--- config.mk ---
export PLATFORM = sky130hd
export DESIGN_NAME = ddr_readout_ctrl
export DESIGN_NICKNAME = d
export VERILOG_FILES = /design/src/rtl/openadc_readout_pkg.sv /design/src/rtl/readout_out_stage.sv /design/src/rtl/ddr_readout_ctrl.sv
export SDC_FILE = /design/constraint.sdc
export NUM_CORES = 1
export LEC_CHECK = 0
export ABC_AREA = 0
export CAP_MARGIN = 30
export CELL_PAD_IN_SITES_DETAIL_PLACEMENT = 1
export CELL_PAD_IN_SITES_GLOBAL_PLACEMENT = 1
export CORE_MARGIN = 2
export CORE_UTILIZATION = 37
export CTS_CLUSTER_DIAMETER = 80
export DETAILED_ROUTE_END_ITERATION = 6
export PLACE_DENSITY = 0.85
export SYNTH_ARGS = -nofsm -noshare
export SYNTH_HDL_FRONTEND = slang
export SYNTH_HIERARCHICAL = 1
export SYNTH_SLANG_ARGS = --single-unit
--- constraint.sdc ---
create_clock -name slowclock -period 10.7 [get_ports slowclock]
set_input_delay 2.675 -clock slowclock [delete_from_list [all_inputs] [get_ports slowclock]]
set_output_delay 2.675 -clock slowclock [all_outputs]
set_load 0.01 [all_outputs]
--- src/rtl/openadc_readout_pkg.sv ---
// rtl/openadc_readout_pkg.sv - shared state encoding, widths and burst default for the DDR readout sequencer
package openadc_readout_pkg;

   localparam int READOUT_ADDR_W         = 30;
   localparam int READOUT_CNT_W          = 24;
   localparam int READOUT_BURST_BYTES    = 64;
   localparam int READOUT_TIMEOUT_CYCLES = 65535;

   typedef enum logic [2:0] {
      ST_IDLE,
      ST_REQ,
      ST_WAIT_DONE,
      ST_DRAIN,
      ST_FINISH
   } readout_state_t;

   // burst_cnt must be able to hold the full burst size, not just size-1
   function automatic int burst_cnt_width(input int burst_bytes);
      return $clog2(burst_bytes + 1);
   endfunction

endpackage

--- src/rtl/readout_out_stage.sv ---
// rtl/readout_out_stage.sv - pending FIFO read flag, output holding register and valid/ready handshake
module readout_out_stage (
   input  logic       slowclock,
   input  logic       reset,
   input  logic       flush,
   input  logic       rd_en,
   input  logic [7:0] fifo_data,
   input  logic       keep,
   input  logic       out_ready,
   output logic       pending,
   output logic [7:0] out_data,
   output logic       out_valid,
   output logic       accept
);

   logic       hold_valid;
   logic [7:0] hold_data;
   logic       fresh;

   // The byte returned by the FIFO is presented in the cycle it arrives so that a
   // read and its acceptance can alternate every other cycle; the holding register
   // takes over only while downstream stalls.
   assign fresh     = pending & keep;
   assign out_valid = hold_valid | fresh;
   assign out_data  = fresh ? fifo_data : hold_data;
   assign accept    = out_valid & out_ready;

   always_ff @(posedge slowclock or posedge reset) begin
      if (reset) begin
         pending    <= 1'b0;
         hold_valid <= 1'b0;
         hold_data  <= '0;
      end else if (flush) begin
         pending    <= 1'b0;
         hold_valid <= 1'b0;
      end else begin
         pending <= rd_en;
         if (fresh) begin
            hold_data  <= fifo_data;
            hold_valid <= !out_ready;
         end else if (hold_valid && out_ready) begin
            hold_valid <= 1'b0;
         end
      end
   end

endmodule

--- src/rtl/ddr_readout_ctrl.sv ---
// rtl/ddr_readout_ctrl.sv - splits a host read command into DDR bursts and streams the bytes out
// Optional WAIT_DONE watchdog with sticky error_o: define READOUT_TIMEOUT_EN.
module ddr_readout_ctrl
   import openadc_readout_pkg::*;
#(
   parameter int ADDR_W         = READOUT_ADDR_W,
   parameter int CNT_W          = READOUT_CNT_W,
   parameter int BURST_BYTES    = READOUT_BURST_BYTES,
   parameter int TIMEOUT_CYCLES = READOUT_TIMEOUT_CYCLES
) (
   input  logic              slowclock,
   input  logic              reset,
   input  logic              start_i,
   input  logic [ADDR_W-1:0] start_addr_i,
   input  logic [CNT_W-1:0]  num_bytes_i,
   input  logic              abort_i,
   output logic              busy_o,
   output logic              done_o,
   output logic              error_o,
   output logic [CNT_W-1:0]  bytes_left_o,
   output logic              ddr_rd_req_o,
   input  logic              ddr_rd_done_i,
   output logic [ADDR_W-1:0] ddr_address_o,
   output logic              fifo_rd_en_o,
   input  logic              fifo_empty_i,
   input  logic [7:0]        fifo_data_i,
   output logic [7:0]        out_data_o,
   output logic              out_valid_o,
   input  logic              out_ready_i
);

   localparam int BC_W = burst_cnt_width(BURST_BYTES);

   readout_state_t    state, state_next;
   logic [ADDR_W-1:0] addr;
   logic [CNT_W-1:0]  bytes_left;
   logic [BC_W-1:0]   burst_cnt;
   logic              drain_armed;
   logic              zero_done;
   logic              load_cmd, zero_cmd, load_burst, addr_inc;
   logic              pending, accept, rd_en, drain_idle;
   logic              timeout_now;

   // drain_armed holds off the first FIFO read for one cycle after the burst lands
   assign rd_en = (state == ST_DRAIN) && drain_armed && !fifo_empty_i && !pending
                  && !out_valid_o && (burst_cnt != '0);
   assign drain_idle = (burst_cnt == '0) && !pending && !out_valid_o;

   always_comb begin
      state_next = state;
      load_cmd   = 1'b0;
      zero_cmd   = 1'b0;
      load_burst = 1'b0;
      addr_inc   = 1'b0;
      case (state)
         ST_IDLE: begin
            if (start_i) begin
               if (num_bytes_i != '0) begin
                  load_cmd   = 1'b1;
                  state_next = ST_REQ;
               end else begin
                  zero_cmd = 1'b1;
               end
            end
         end
         ST_REQ: begin
            if (!ddr_rd_done_i) state_next = ST_WAIT_DONE;
         end
         ST_WAIT_DONE: begin
            if (ddr_rd_done_i) begin
               load_burst = 1'b1;
               state_next = ST_DRAIN;
            end else if (timeout_now) begin
               state_next = ST_IDLE;
            end
         end
         ST_DRAIN: begin
            if (drain_idle) begin
               if (bytes_left == '0) begin
                  state_next = ST_FINISH;
               end else begin
                  addr_inc   = 1'b1;
                  state_next = ST_REQ;
               end
            end
         end
         ST_FINISH: state_next = ST_IDLE;
         default:   state_next = ST_IDLE;
      endcase
      if (abort_i) begin
         state_next = ST_IDLE;
         load_cmd   = 1'b0;
         zero_cmd   = 1'b0;
         load_burst = 1'b0;
         addr_inc   = 1'b0;
      end
   end

   always_ff @(posedge slowclock or posedge reset) begin
      if (reset) begin
         state       <= ST_IDLE;
         addr        <= '0;
         bytes_left  <= '0;
         burst_cnt   <= '0;
         drain_armed <= 1'b0;
         zero_done   <= 1'b0;
      end else begin
         state       <= state_next;
         drain_armed <= (state == ST_DRAIN) && !abort_i;
         zero_done   <= zero_cmd;
         if (load_cmd)
            addr <= start_addr_i;
         else if (addr_inc)
            addr <= addr + ADDR_W'(BURST_BYTES);
         if (load_cmd)
            bytes_left <= num_bytes_i;
         else if (accept)
            bytes_left <= bytes_left - CNT_W'(1);
         if (load_burst)
            burst_cnt <= BC_W'(BURST_BYTES);
         else if (rd_en)
            burst_cnt <= burst_cnt - BC_W'(1);
      end
   end

`ifdef READOUT_TIMEOUT_EN
   localparam int TO_W = $clog2(TIMEOUT_CYCLES + 1);
   logic [TO_W-1:0] to_cnt;
   logic            error_q;

   assign timeout_now = (state == ST_WAIT_DONE) && !ddr_rd_done_i
                        && (to_cnt == TO_W'(TIMEOUT_CYCLES - 1));
   assign error_o = error_q;

   always_ff @(posedge slowclock or posedge reset) begin
      if (reset) begin
         to_cnt  <= '0;
         error_q <= 1'b0;
      end else begin
         to_cnt <= (state == ST_WAIT_DONE) ? to_cnt + TO_W'(1) : '0;
         if (load_cmd)
            error_q <= 1'b0;
         else if (timeout_now && !abort_i)
            error_q <= 1'b1;
      end
   end
`else
   assign timeout_now = 1'b0;
   assign error_o     = 1'b0;
`endif

   readout_out_stage u_out_stage (
      .slowclock (slowclock),
      .reset     (reset),
      .flush     (abort_i),
      .rd_en     (rd_en),
      .fifo_data (fifo_data_i),
      .keep      (bytes_left != '0),
      .out_ready (out_ready_i),
      .pending   (pending),
      .out_data  (out_data_o),
      .out_valid (out_valid_o),
      .accept    (accept)
   );

   assign busy_o        = (state != ST_IDLE);
   assign done_o        = (state == ST_FINISH) || zero_done;
   assign ddr_rd_req_o  = (state == ST_WAIT_DONE);
   assign ddr_address_o = addr;
   assign bytes_left_o  = bytes_left;
   assign fifo_rd_en_o  = rd_en;

endmodule

==> impl_results.md <==
* Post-synth EDFFs at 0
* Die Area at 0.0124 mm²
* Worst path max stage delay at 660 ps
* Rows at 39
* Clock buffer depth at 2
* Initial antenna violation count at 0
* Gr ovfl total at 0
* Io pins at 137
* Synth area leader: dfrtp_1
* Area contributors post-synth: dfrtp_1 (44%), nand2_1 (5.7%), mux2_2 (4.2%), xor2_1 (4.1%), nor2_1 (3.5%)
* RSZ-0062 raised after global routing: no
* Final hold vios at 0
* F_max at 0.131 GHz
* DRT iter0 DRCs at 164
* Skew-Pair Late Insertion Delay at 340 ps
* Sinks on Clock Net at 76
* Core region area at 0.0114 mm²
* DRT Wirelength at 13500 µm
* TritonCTS Buffers at 9
* Slew headroom at 0.293
* H-tree depth at 3
* Run status: finished clean
* Crit share post-route at 0.714
* Critical path class: in -> out
* Cell Chain, Critical Path: clkdlybuf4s50_1 > or4b_2 > a211oi_2 > clkdlybuf4s50_1
* Total number of vias at 4022
* Dpl hpwl at 9650 µm
* Die H at 112 µm
* Layout cell share with drive strength beyond 1 at 0.0833
* Commonest cells in the netlist: dfrtp_1 (76), nand2_1 (65), nor2_1 (40)
* Worst-path maximum fanout at 10
* Met2 usage at 0.395
* Synth Instances at 466
* Post-CTS Setup Inserts at 0
* GR Layer Usage met1 at 0.266
* Slowest stage cell, crit path: clkdlybuf4s50_1
* Area growth syn-to-layout at 42.1%
* Leakage at 2.44 nW
* Max VDD drop at 111 µV
* Final #Nets at 669
* Total Neg Setup Slack at 0 ps
* Non-Filler Instances at 743
* Initial core utilization at 0.377
* Diode count at 0
* Remaining DRCs at 0
* Yosys cell types at 59
* Clock skew at 6.03 ps
* Final Max Slew Viols at 0
* Seq/Total Area, Yosys at 0.444
* Worst setup EP type: output pin
* Layout fillers at 1310
* Final min period at 7640 ps
* Pwr/cell area at 238 mW/mm²
* Worst setup SP type: primary input
* Resized Gates After CTS at 0
* Vias per inst at 5.41
* Post-Syn Area at 0.00428 mm²
* R2R cell count at 10
* Met3 GRT Util at 0.0528
* Placed cells at 727
* GP Congestion at 0.775
* Async S/R FF share, synth at 1.00
* Crit path DAT at 4970 ps
* Mean Syn Cell Area at 9.19 µm²
* Most frequent cell after synthesis: dfrtp_1
* Drt wl/cell at 18.1 µm
* # hold bufs at CTS at 0
* Worst path required time at 8030 ps
* First-pass iteration count of the detailed router at 4
* Number of global-route vias before repair at 4367
* Worst Tran Pin Value at 1050 ps
* CTS tree: built
* Cell chosen for the clock root: clkbuf_16
* Largest net degree at the start of global routing at 67
* Synth Flop Type: dfrtp_1
* Routed Antenna Nets at 0
* Yosys top cell area share at 0.444
* Max Cap Viol at 0
* Hold WC Path Type: reg -> reg
* Number of I/O port buffers at 135
* Most Crowded Layer GR: met2
* Clock-pin slew on the worst setup and hold paths at 60 ps
* First-pass GRT wire length at 22100 µm
* Synth warn at 6
* Final setup viols at 0
* Most frequent cell on the critical path: clkdlybuf4s50_1
* Total Routing Usage GR at 0.219
* Die Width at 112 µm
* Hold path depth at 2
* Synth Register Bits at 76
* Mapped Nets at 540
-- power breakdown --
| group | internal [mW] | switching [mW] | leakage, nW |
|---|---|---|---|
| registers | 0.393 | 0.140 | 0.938 |
| clock network | 0.209 | 0.120 | 0.159 |
| logic | 0.315 | 0.270 | 1.34 |
-- stage by stage --
| step | hold WS (ps) | power [mW] | worst slack [ps] | area (µm²) | util |
|---|---|---|---|---|---|
| after floorplan | 474 | 0.786 | 4190 | 4280 | - |
| after global placement | 457 | 1.09 | 3170 | 5770 | 0.507 |
| after detailed placement | 468 | 1.12 | 3080 | 5770 | 0.507 |
| after CTS | 479 | 1.46 | 3050 | 6080 | 0.535 |
| after global routing | 516 | 1.54 | 2850 | 6080 | 0.535 |
| final | 471 | 1.45 | 3060 | 6080 | 0.535 |
-- sequential cells by signal (all words and copies together) (netlist names) --
register and cells:
ddr_address_o 30, state 3, u_out_stage/hold_data 8, burst_cnt 7, drain_armed 1, bytes_left_o 24
zero_done 1, u_out_stage/pending 1, u_out_stage/hold_valid 1
-- layout make-up --
| type | instances | area [µm²] | share of cell area |
|---|---|---|---|
| clock buffer | 11 | 243 | 0.0399 |
| clock inverter | 5 | 75.1 | 0.0123 |
| multi-input combinational | 353 | 2240 | 0.369 |
| inverter | 16 | 60.1 | 0.00987 |
| sequential | 76 | 1900 | 0.313 |
| timing repair buffer | 139 | 1380 | 0.227 |
| tap | 143 | 179 | 0.0294 |
-- kinds of logic (layout without fill, tap and decap cells) --
logic type | Yosys count | count (layout) | share of synthesized area
buffers and inverters | 37 | 171 | 0.0345
DFF | 76 | 76 | 0.444
muxes | 23 | 23 | 0.0596
AOI/OAI and AO/OA | 76 | 76 | 0.118
other | 1 | 1 | 0.000876
adders and majority gates | 5 | 5 | 0.0146
xor gates and xnor gates | 30 | 30 | 0.0614
and+or+nand+nor | 218 | 218 | 0.267
-- layout by cell type (no fill, tap or decap), drive strengths merged, types with 13 or more instances in the layout --
cell and count:
nor3 21, mux2 17, nand2 66, o21ai 26, or4 13, inv 16, xor2 20, dfrtp 76
clkdlybuf4s50 135, nand3 16, nor2 40
-- critical path, delay by kind of cell --
kind / cells / cell delay, ps
compound gates: 1 / 610
simple gates: 1 / 620
buf+inv: 2 / 1060
-- metal layers --
| layer | wire, µm | up-vias |
|---|---|---|
| li1 | - | 1934 |
| met1 | 5920 | 1977 |
| met2 | 6840 | 101 |
| met3 | 613 | 10 |
| met4 | 106 | 0 |
| met5 | 0 | - |
-- final timing paths --
check / start / to / slack (ps)
setup reg to reg: bytes_left_o[12]$_DFFE_PP0P_ / ddr_address_o[21]$_DFFE_PP0P_ / 5960
setup / recovery: fifo_empty_i / fifo_rd_en_o / 3060
hold / removal: ddr_address_o[4]$_DFFE_PP0P_ / ddr_address_o[4]$_DFFE_PP0P_ / 470
hold reg to reg: ddr_address_o[4]$_DFFE_PP0P_ / ddr_address_o[4]$_DFFE_PP0P_ / 470
max in group asynchronous: reset / ddr_address_o[10]$_DFFE_PP0P_ / 7140
min in group asynchronous: reset / u_out_stage/hold_data[0]$_DFFE_PP0N_ / 2680
Note: power is estimated with default switching activity, not from simulation.
